## src/rtl/rv32i_pkg.sv

```systemverilog
// Shared RV32I front-end types and constants.
// Holds the fetch FSM encoding, the default datapath width and the canonical NOP.
package rv32i_pkg;

    localparam int unsigned XLEN = 32;
    localparam logic [31:0] NOP  = 32'h0000_0013;

    typedef enum logic [1:0] {
        StIdle,
        StReq,
        StWait
    } fetch_state_t;

    function automatic logic is_misaligned(input logic [1:0] addr_lsb);
        return addr_lsb != 2'b00;
    endfunction

endpackage

```

## src/rtl/fetch_fifo.sv

```systemverilog
// Fetched-instruction buffer: DEPTH entries, circular pointers, flush has priority.
// The caller keeps push away from a full buffer unless a pop happens in the same cycle.
module fetch_fifo #(
    parameter int unsigned DEPTH = 2,
    parameter int unsigned WIDTH = 64
) (
    input  logic                         clk_i,
    input  logic                         rst_i,
    input  logic                         push_i,
    input  logic                         pop_i,
    input  logic                         flush_i,
    input  logic [WIDTH-1:0]             wdata_i,
    output logic [WIDTH-1:0]             rdata_o,
    output logic [$clog2(DEPTH + 1)-1:0] count_o,
    output logic                         full_o,
    output logic                         empty_o
);

    localparam int unsigned PtrW = (DEPTH > 1) ? $clog2(DEPTH) : 1;
    localparam int unsigned CntW = $clog2(DEPTH + 1);

    logic [WIDTH-1:0] mem_q [DEPTH];
    logic [PtrW-1:0]  wr_ptr_q, wr_ptr_d;
    logic [PtrW-1:0]  rd_ptr_q, rd_ptr_d;
    logic [CntW-1:0]  count_q, count_d;
    logic             do_push, do_pop;

    function automatic logic [PtrW-1:0] ptr_inc(input logic [PtrW-1:0] ptr);
        return (ptr == PtrW'(DEPTH - 1)) ? '0 : ptr + 1'b1;
    endfunction

    assign full_o  = (count_q == CntW'(DEPTH));
    assign empty_o = (count_q == '0);
    assign count_o = count_q;
    assign rdata_o = mem_q[rd_ptr_q];

    assign do_push = push_i && !flush_i && (!full_o || pop_i);
    assign do_pop  = pop_i && !flush_i && !empty_o;

    always_comb begin
        wr_ptr_d = wr_ptr_q;
        rd_ptr_d = rd_ptr_q;
        count_d  = count_q;
        if (flush_i) begin
            wr_ptr_d = '0;
            rd_ptr_d = '0;
            count_d  = '0;
        end else begin
            if (do_push) begin
                wr_ptr_d = ptr_inc(wr_ptr_q);
            end
            if (do_pop) begin
                rd_ptr_d = ptr_inc(rd_ptr_q);
            end
            if (do_push && !do_pop) begin
                count_d = count_q + 1'b1;
            end else if (do_pop && !do_push) begin
                count_d = count_q - 1'b1;
            end
        end
    end

    always_ff @(posedge clk_i or posedge rst_i) begin
        if (rst_i) begin
            wr_ptr_q <= '0;
            rd_ptr_q <= '0;
            count_q  <= '0;
        end else begin
            wr_ptr_q <= wr_ptr_d;
            rd_ptr_q <= rd_ptr_d;
            count_q  <= count_d;
        end
    end

    // Storage needs no reset: entries are only visible once counted.
    always_ff @(posedge clk_i) begin
        if (do_push) begin
            mem_q[wr_ptr_q] <= wdata_i;
        end
    end

endmodule

```

## src/rtl/instr_fetch.sv

```systemverilog
// Instruction fetch: one outstanding memory read at a time, results queued for decode.
// A redirect flushes the buffer and marks any in-flight response for discard.
module instr_fetch #(
    parameter int unsigned DEPTH = 2,
    parameter int unsigned XLEN  = rv32i_pkg::XLEN
) (
    input  logic            clk_i,
    input  logic            rst_i,
    input  logic [XLEN-1:0] pc_i,
    input  logic            pc_valid_i,
    input  logic            redirect_i,
    output logic            fetch_stall_o,
    output logic            mem_req_o,
    output logic [XLEN-1:0] mem_addr_o,
    input  logic            mem_gnt_i,
    input  logic            mem_rvalid_i,
    input  logic [XLEN-1:0] mem_rdata_i,
    output logic [XLEN-1:0] ir_o,
    output logic [XLEN-1:0] ir_pc_o,
    output logic            ir_valid_o,
    input  logic            ir_ready_i,
    output logic            fetch_err_o
);

    import rv32i_pkg::*;

    localparam int unsigned CntW = $clog2(DEPTH + 1);

    fetch_state_t      state_q;
    logic              discard_q;
    logic              mem_req_q;
    logic [XLEN-1:0]   mem_addr_q;
    logic              fetch_err_q;

    logic [2*XLEN-1:0] head;
    logic [CntW-1:0]   count;
    logic              full, empty;
    logic              push, pop;
    logic              misaligned, accept;

    assign misaligned    = is_misaligned(pc_i[1:0]);
    assign fetch_stall_o = (state_q != StIdle) || full;
    assign accept        = (state_q == StIdle) && pc_valid_i && !fetch_stall_o && !misaligned;

    // A response that races a redirect is as stale as one already marked for discard.
    assign push = (state_q == StWait) && mem_rvalid_i && !discard_q && !redirect_i;
    assign pop  = ir_valid_o && ir_ready_i;

    fetch_fifo #(
        .DEPTH(DEPTH),
        .WIDTH(2 * XLEN)
    ) u_fifo (
        .clk_i  (clk_i),
        .rst_i  (rst_i),
        .push_i (push),
        .pop_i  (pop),
        .flush_i(redirect_i),
        .wdata_i({mem_addr_q, mem_rdata_i}),
        .rdata_o(head),
        .count_o(count),
        .full_o (full),
        .empty_o(empty)
    );

    always_ff @(posedge clk_i or posedge rst_i) begin
        if (rst_i) begin
            state_q     <= StIdle;
            discard_q   <= 1'b0;
            mem_req_q   <= 1'b0;
            mem_addr_q  <= '0;
            fetch_err_q <= 1'b0;
        end else begin
            fetch_err_q <= 1'b0;
            case (state_q)
                StIdle: begin
                    if (pc_valid_i && misaligned) begin
                        fetch_err_q <= 1'b1;
                    end else if (accept) begin
                        mem_addr_q <= pc_i;
                        mem_req_q  <= 1'b1;
                        state_q    <= StReq;
                    end
                end
                StReq: begin
                    if (redirect_i) begin
                        discard_q <= 1'b1;
                    end
                    if (mem_gnt_i) begin
                        mem_req_q <= 1'b0;
                        state_q   <= StWait;
                    end
                end
                StWait: begin
                    if (mem_rvalid_i) begin
                        discard_q <= 1'b0;
                        state_q   <= StIdle;
                    end else if (redirect_i) begin
                        discard_q <= 1'b1;
                    end
                end
                default: begin
                    mem_req_q <= 1'b0;
                    state_q   <= StIdle;
                end
            endcase
        end
    end

    assign mem_req_o   = mem_req_q;
    assign mem_addr_o  = mem_addr_q;
    assign fetch_err_o = fetch_err_q;
    assign ir_valid_o  = (count != '0);
    assign ir_o        = empty ? XLEN'(NOP) : head[XLEN-1:0];
    assign ir_pc_o     = empty ? '0 : head[2*XLEN-1:XLEN];

endmodule
```

## config.mk

```make
export PLATFORM = sky130hd
export DESIGN_NAME = instr_fetch
export DESIGN_NICKNAME = d
export VERILOG_FILES = /design/src/rtl/rv32i_pkg.sv /design/src/rtl/fetch_fifo.sv /design/src/rtl/instr_fetch.sv
export SDC_FILE = /design/constraint.sdc
export NUM_CORES = 1
export LEC_CHECK = 0
export CAP_MARGIN = 20
export CORE_MARGIN = 1
export CORE_UTILIZATION = 52
export DETAILED_ROUTE_END_ITERATION = 7
export PLACE_DENSITY = 0.85
export SLEW_MARGIN = 25
export SYNTH_ARGS = -nofsm -noshare
export SYNTH_HDL_FRONTEND = slang
export SYNTH_SLANG_ARGS = --single-unit
```

## constraint.sdc

```tcl
create_clock -name clk_i -period 17.09 [get_ports clk_i]
set_clock_uncertainty 0.2 [all_clocks]
set_input_delay 2.5635 -clock clk_i [delete_from_list [all_inputs] [get_ports clk_i]]
set_output_delay 2.5635 -clock clk_i [all_outputs]
set_load 0.02 [all_outputs]
```

# After elaboration in Yosys (flattened, before gate mapping)

Memory sizes are Yosys's and may differ from the RTL's.
Index checks and enable logic that the tools add are counted.
W data, S select, Z words.

Memories kept: 1
Input port bits: 71
Memory bits (writable): 128
Register bits after elaboration: 41

Reduce and logical (&&, ||, !) cells: 36
Bitwise logic cells: 2
Eq/ne operators: 7
Multiplexer cells: 27
$add $sub $neg: 4

Memory list:

| name         | words | bits a word | rd ports | clocked after memory_dff | wr ports | line             | RTL |
|---|---|---|---|---|---|---|---|
| u_fifo.mem_q | 2     | 64          | 1        | 0                        | 1        | fetch_fifo.sv:22 | `logic [WIDTH-1:0] mem_q [DEPTH];` |

Operators by type and width:

| cell                  | number |
|---|---|
| $mux W32              | 2 |
| $mux W1               | 15 |
| $logic_and A1 B1 Y1   | 14 |
| $mux W2               | 7 |
| $reduce_bool A2 Y1    | 6 |
| $logic_not A1 Y1      | 8 |
| $ne A2 B2 Y1 const B  | 4 |
| $reduce_and A4 Y1     | 2 |
| $pmux W2 S3           | 1 |
| $eq A2 B2 Y1 const B  | 2 |
| $logic_not A2 Y1      | 2 |
| $pmux W1 S3           | 1 |
| $reduce_and A3 Y1     | 1 |
| $reduce_bool A3 Y1    | 1 |
| $add A1 B1 Y1 const B | 2 |
| $add A2 B1 Y2 const B | 1 |
| $eq A2 B1 Y1 const B  | 1 |
| $logic_or A1 B1 Y1    | 2 |
| $not A1 Y1            | 2 |
| $pmux W1 S2           | 1 |
| $sub A2 B1 Y2 const B | 1 |

# Depth between registers and ports, before layout

Gate-level depths: netlist (run 1).

Depth in word-level cells: 11
Depth in mapped cells: 7
Gate-level depth less buffers: 6

# By module

A second synthesis (run 1) with hierarchy kept.

Cell total of the unflattened synthesis: 397
Area, all modules: 6,807.8 um2

By module, submodules not included:

| module      | area an instance (um2) | sequential area each (um2) | times used | cells each |
|---|---|---|---|---|
| fetch_fifo  | 4,872.2                | 3,943.8                    | 1          | 226 |
| instr_fetch | 1,935.6                | 925.9                      | 1          | 171 |

# Worst setup path before layout (run 1)

OpenSTA, ideal clock, no wires.

Path kind: input to register
Start point: input port redirect_i
End point: memory u_fifo.mem_q[0][0], enable pin
Required time: 16.325 ns
Slack: 9.001 ns
Arrival time: 7.324 ns
Stages: 3
Cells stage by stage: nand4bb_1 clkbuf_1 nor3_1

Word-level cells in the longest chain between the ends: 6

Ends and longest elaborated chain:

| element                               | line                                | RTL |
|---|---|---|
| start: declaration                    | instr_fetch.sv:11                   | `input logic redirect_i,` |
| $logic_not A1 Y1 (*)                  | fetch_fifo.sv:37, instr_fetch.sv:46 |  |
| $logic_and A1 B1 Y1                   | instr_fetch.sv:46                   | `assign push = (state_q == StWait) && mem_rvalid_i && !discard_q && !redirect_i;` |
| $logic_and A1 B1 Y1 (*) (2 in series) | fetch_fifo.sv:37                    | `assign do_push = push_i && !flush_i && (!full_o \|\| pop_i);` |
| $mux W1 (*)                           | fetch_fifo.sv:77                    | `if (do_push) begin` |
| $mux W1 (not written as such) (*)     | fetch_fifo.sv:78                    | `mem_q[wr_ptr_q] <= wdata_i;` |
| end: declaration                      | fetch_fifo.sv:22                    |  |

Mark *: on every way between the ends. The rest lies on a longest branch, timed or not.

# Worst setup path in the final report (run 1)

Start point: register u_fifo.count_q[0], in the netlist u_fifo.count_o[0]
End point: output port ir_o[1]

Word-level cells in the longest chain between the ends: 2

Ends and longest elaborated chain:

| element                  | line               | RTL |
|---|---|---|
| start: declaration       | fetch_fifo.sv:25   | `logic [CntW-1:0] count_q, count_d;` |
| start signal: assignment | fetch_fifo.sv:71   | `count_q <= count_d;` |
| $logic_not A2 Y1         | fetch_fifo.sv:33   | `assign empty_o = (count_q == '0);` |
| $mux W32                 | instr_fetch.sv:113 | `assign ir_o = empty ? XLEN'(NOP) : head[XLEN-1:0];` |
| end: declaration         | instr_fetch.sv:18  | `output logic [XLEN-1:0] ir_o,` |

No other way between the ends.

==> reports/metrics.yaml, run 1 <==
outcome: "complete, no violations"
fp.dieH_um: 114
crit_fanout: 62
synth_nets: 470
syn_inst: 394
ys_seq_area_frac: 0.748
grt_start_max_net_pins: 66
cp.arrival_ps: 2490
power.internal_uw: 848
routed_wl_um: 12900
cts_max_level: 4
finalCritPeriodShare: 0.308
required_ps: 14330
criticalPathCategory: "register to output pin"
path_clk_slew_ps: 60
setup_viol: 0
finalInstanceArea_um2: 8990
dp_hpwl_um: 8290
netlist_area_um2: 6510
period_needed_ps: 5260
start_kind: "register"
dieArea_um2: 13000
grt_usage: 0.209
num_rows: 40
grt_setup_unrepaired: "no"
slew_violations: 0
cts_buffers: 17
dpl_cell_area_um2: 8380
avgSynthCellArea_um2: 16.5
slew_headroom: 0.409
switching_power_uw: 309
cts_resized: 0
startpoint: "u_fifo.count_o[0]$_DFFE_PP0P_"
cp-endpoint: "ir_o[1]"
dr.pass1.iters: 5
nets: 644
fin_setup_tns_ps: 0
max_cap_violations: 0
hold_class: "register to register"
p_sw_frac: 0.267
p_per_area_nw_per_um2: 129
r2r_slack_ps: 13990
post_cts_buffers: 0
max_freq_ghz: 0.190
via_count: 3827
grt_pass1_vias: 3897
yosys_register_bits: 169
grt_overflow: 0
p_leak_uw: 0.00310
power_frac_seq: 0.474
grt_pass1_wl_um: 20000
clock_latency_ps: 420
place.gp.congestion: 0.907
diodes: 0
synth.distinct_cells: 28
drc: 0
vias_per_cell: 5.11
root_buffer: "clkbuf_16"
die_w_um: 114
worstReg2RegStart: "state_q[0]$_DFFE_PP0P_"
core-area_um2: 12100
clockPowerShare: 0.327
irDropWorstVdd_uv: 85.1
port-buffer-count: 170
yosysWarnings: 0
drive_gt1_frac: 0.126
antenna_found_initial: 0
area_growth_pct: 38.1
p_comb_frac: 0.199
fillers: 791
io_pins: 171
reg2reg_to: "u_fifo.mem_q[1][20]$_DFFE_PP_"
tightestPinTransition_ps: 885
cts_sinks: 169
wl_per_cell_um: 17.3
drt_first_iter_violations: 185
final_antenna_net_count: 0
critPathCaptureType: "output pin"
start_util: 0.538
cts_max_path_buffers: 2
hold_viol_final: 0
tritoncts: "yes"
reg2regPathDepth: 6
hold_buffers: 0
-- cells in the final DEF (no fill, tap or decap), types with 2 or more instances in the layout --
cell type,synthesis,final
mux2i_1,65,65
inv_1,5,4
mux2_2,30,30
dfrtp_1,41,40
edfxtp_1,128,128
clkinvlp_4,0,2
bufinv_16,0,2
clkdlybuf4s50_1,0,170
inv_6,0,6
clkbuf_16,0,17
nor2_1,69,68
buf_4,1,3
ha_1,5,5
clkinv_2,0,3
nand2_1,8,8
clkinv_4,0,2
xnor2_1,2,2
and2_1,3,2
mux2_1,2,2
a21oi_1,3,3
-- layout make-up --
cell class                 count  area, µm²  share of cell area
clock buffer                  17        425              0.0473
clock inverter                15        160              0.0178
inverter                       5       18.8             0.00209
multi-input combinational    201       1550               0.172
sequential                   169       4870               0.542
tap                          168        210              0.0234
timing repair buffer         174       1750               0.195
-- power by group through the flow --
stage	combinational, µW	sequential [µW]	clock (µW)
floorplan	70.4	591	0
CTS	232	550	383
detailed placement	230	557	0
global route	245	556	401
finish	231	548	378
global placement	224	553	0
-- per-layer routing --
metal | track usage | up-vias | share of wire
met4 | 0.0805 | 0 | 0.017
met5 | 0 | - | 0
li1 | - | 1793 | -
met2 | 0.361 | 150 | 0.51
met1 | 0.248 | 1866 | 0.41
met3 | 0.0638 | 18 | 0.068
-- through the flow --
step            util  setup slack [ps]  total power (µW)  instances  hold slack (ps)
6_report       0.742             11830              1160        749              296
5_1_grt        0.742             11660              1200        749              318
4_1_cts        0.740             11650              1160        748              304
3_5_place_dp   0.692             11590               787        716              284
3_3_place_gp   0.692             11690               777        716              268
2_1_floorplan      -              9000               662        394              291
-- cells by family after synthesis --
logic type	Yosys count	synth area share
AND/OR/NAND/NOR	89	0.0592
flip-flops	169	0.748
buffers and inverters	24	0.0161
multiplexers	97	0.155
AO/OA/AOI/OAI	7	0.00769
adder cells (fa/ha/maj)	5	0.00961
XOR/XNOR	3	0.00404
-- synth_stat cells --
library cell	instances	area, µm²
a21oi_1	3	15.0
a221o_1	1	10.0
a31oi_1	1	6.26
and2_1	3	18.8
and3_1	1	6.26
buf_2	9	45.0
buf_4	1	7.51
clkbuf_1	9	33.8
dfrtp_1	41	1030
edfxtp_1	128	3840
ha_1	5	62.6
inv_1	5	18.8
mux2_1	2	22.5
mux2_2	30	338
mux2i_1	65	651
nand2_1	8	30.0
nand2b_2	1	8.76
nand4_4	1	21.3
nand4bb_1	1	11.3
nor2_1	69	259
nor2b_1	1	6.26
nor3_1	2	10.0
nor3b_1	1	7.51
nor4_1	1	6.26
o31a_1	1	8.76
o32a_1	1	10.0
xnor2_1	2	17.5
xor2_1	1	8.76
-- flip-flops by register name (all words and copies together) (netlist names) --
name,cells
discard_q,1
u_fifo.wr_ptr_q,1
u_fifo.rd_ptr_q,1
mem_req_o,1
state_q,2
mem_addr_o,32
u_fifo.count_o,2
fetch_err_o,1
u_fifo.mem_q,128
-- worst min path at each step --
stage / startpoint / to / slack, ps / cells after the start
finish: mem_addr_o[17]$_DFFE_PP0P_ / u_fifo.mem_q[1][49]$_DFFE_PP_ / 300 / 0
global route: mem_addr_o[31]$_DFFE_PP0P_ / u_fifo.mem_q[1][63]$_DFFE_PP_ / 320 / 0
CTS: mem_addr_o[14]$_DFFE_PP0P_ / u_fifo.mem_q[1][46]$_DFFE_PP_ / 300 / 0
detailed placement: mem_addr_o[14]$_DFFE_PP0P_ / u_fifo.mem_q[1][46]$_DFFE_PP_ / 280 / 0
global placement: mem_addr_o[2]$_DFFE_PP0P_ / u_fifo.mem_q[1][34]$_DFFE_PP_ / 270 / 0
floorplan: state_q[1]$_DFFE_PP0P_ / state_q[1]$_DFFE_PP0P_ / 290 / 1
-- worst max-delay path, stage by stage, from the launching register on --
cell	delay [ps]
dfrtp_1	480
nor2_4	140
buf_4	540
inv_1	220
nand2_1	110
clkdlybuf4s50_1	600
Power figures use the tool's default switching activity.
==> inputs of run 2 (changes only) <==
- CORE_UTILIZATION: 52 -> 44
- PLACE_DENSITY: 0.85 -> 0.76
- clock period: 17.09 -> 4.2 ns (I/O delays scaled with it)
==> run 2 against run 1 <==
Die area rose by 18%; first-iteration DRC count is 12% higher; final area is 0.18% lower; non-clock buffer count rose by 1; worst setup slack got worse by 11000 ps; sequential cell count is the same; highest routed layer unchanged.
==> reports/metrics.yaml, run 2 (same netlist as run 1, synthesis figures left out) <==
die_w_um: 124
num_rows: 44
post_cts_buffers: 0
tightestPinTransition_ps: 904
worstReg2RegStart: "state_q[0]$_DFFE_PP0P_"
finalCritPeriodShare: 0.815
criticalPathCategory: "register to output pin"
crit_fanout: 33
fp.dieH_um: 124
grt_usage: 0.170
slew_violations: 0
dp_hpwl_um: 8540
switching_power_uw: 1200
fillers: 1096
final_cell_mix: "170 x clkdlybuf4s50_1, 128 x edfxtp_1, 68 x nor2_1"
via_count: 3745
max_freq_ghz: 0.292
p_per_area_nw_per_um2: 511
holdWs_ps: 290
grt_pass1_vias: 3714
diodes: 0
use_met1: 0.199
r2r_slack_ps: 1340
nets: 645
vias_per_cell: 4.89
wl_per_cell_um: 16.6
cts_max_level: 4
start_kind: "register"
required_ps: 3370
grt_pass1_wl_um: 18800
grt_overflow: 0
power.internal_uw: 3380
irDropWorstVdd_uv: 341
cts_sinks: 169
start_util: 0.450
largest_reg_flops: 128
slew_headroom: 0.397
port-buffer-count: 170
period_needed_ps: 3420
hold_buffers: 0
grt_start_max_net_pins: 65
hold_viol_final: 0
path_clk_slew_ps: 60
routed_wl_um: 12700
power_frac_seq: 0.486
grt_setup_unrepaired: "no"
cts_max_path_buffers: 2
dr.pass1.iters: 4
drt_first_iter_violations: 207
clock_latency_ps: 420
place.gp.congestion: 0.852
root_buffer: "clkbuf_16"
regMostFlops: "u_fifo.mem_q"
cts_buffers: 17
cp-endpoint: "ir_o[29]"
clockPowerShare: 0.310
reg2regPathDepth: 5
p_sw_frac: 0.262
cts_resized: 0
area_growth_pct: 37.8
met3_usage: 0.0462
tritoncts: "yes"
dieArea_um2: 15300
core-area_um2: 14500
hold_class: "register to register"
antenna_found_initial: 0
cp.arrival_ps: 2590
p_leak_uw: 0.00308
drc: 0
outcome: "complete, no violations"
fin_setup_tns_ps: 0
busiest_layer: "met2"
final_antenna_net_count: 0
critPathCaptureType: "output pin"
startpoint: "u_fifo.rd_ptr_q$_DFFE_PP0P_"
p_comb_frac: 0.204
total_power_uw: 4580
final_common_cell: "clkdlybuf4s50_1"
grt_use_met2: 0.294
drive_gt1_frac: 0.124
setup_viol: 0
reg2reg_to: "u_fifo.mem_q[1][4]$_DFFE_PP_"
max_cap_violations: 0
io_pins: 171
==> run 2: power by group through the flow <==
stage | clock, µW | combinational [µW] | sequential, µW
2_1_floorplan | 0 | 286 | 2410
3_3_place_gp | 0 | 918 | 2240
3_5_place_dp | 0 | 942 | 2260
4_1_cts | 1450 | 947 | 2230
5_1_grt | 1510 | 994 | 2260
6_report | 1420 | 933 | 2230
==> run 2: cell type report <==
type	count	area [µm²]	share of cell area
multi-input cells	201	1560	0.173
clock inverters	10	70.1	0.00781
well taps	184	230	0.0257
flip-flops and latches	169	4870	0.543
clock buffers	22	484	0.0540
repair buffers	175	1740	0.194
inverters	5	18.8	0.00209
==> run 2: metrics by stage <==
step / setup WS [ps] / util / std cells / area (µm²)
after global routing: 627 / 0.620 / 766 / 8970
final: 776 / 0.620 / 766 / 8970
after floorplan: 30.8 / - / 394 / 6520
after CTS: 703 / 0.620 / 766 / 8970
after global placement: 1050 / 0.581 / 734 / 8420
after detailed placement: 869 / 0.581 / 734 / 8420
==> run 2: per-layer routing <==
metal  share of wire  vias up
met5               0        -
met3           0.072       15
met2            0.51      136
met1            0.40     1802
met4           0.015        0
li1                -     1792
==> run 2: critical path, stage by stage, from the launching register on <==
cell             delay, ps
dfrtp_4                820
buf_4                  430
mux2i_1                280
nor2_1                  80
clkdlybuf4s50_1        560
==> run 2: worst min-delay path by stage <==
stage,startpoint,end,slack [ps],depth (start not counted)
2_1_floorplan,state_q[1]$_DFFE_PP0P_,state_q[1]$_DFFE_PP0P_,290,1
3_5_place_dp,mem_addr_o[31]$_DFFE_PP0P_,u_fifo.mem_q[0][63]$_DFFE_PP_,280,0
5_1_grt,mem_addr_o[2]$_DFFE_PP0P_,u_fifo.mem_q[0][34]$_DFFE_PP_,310,0
3_3_place_gp,mem_addr_o[31]$_DFFE_PP0P_,u_fifo.mem_q[1][63]$_DFFE_PP_,270,0
6_report,mem_addr_o[31]$_DFFE_PP0P_,u_fifo.mem_q[1][63]$_DFFE_PP_,290,0
4_1_cts,mem_addr_o[31]$_DFFE_PP0P_,u_fifo.mem_q[1][63]$_DFFE_PP_,290,0
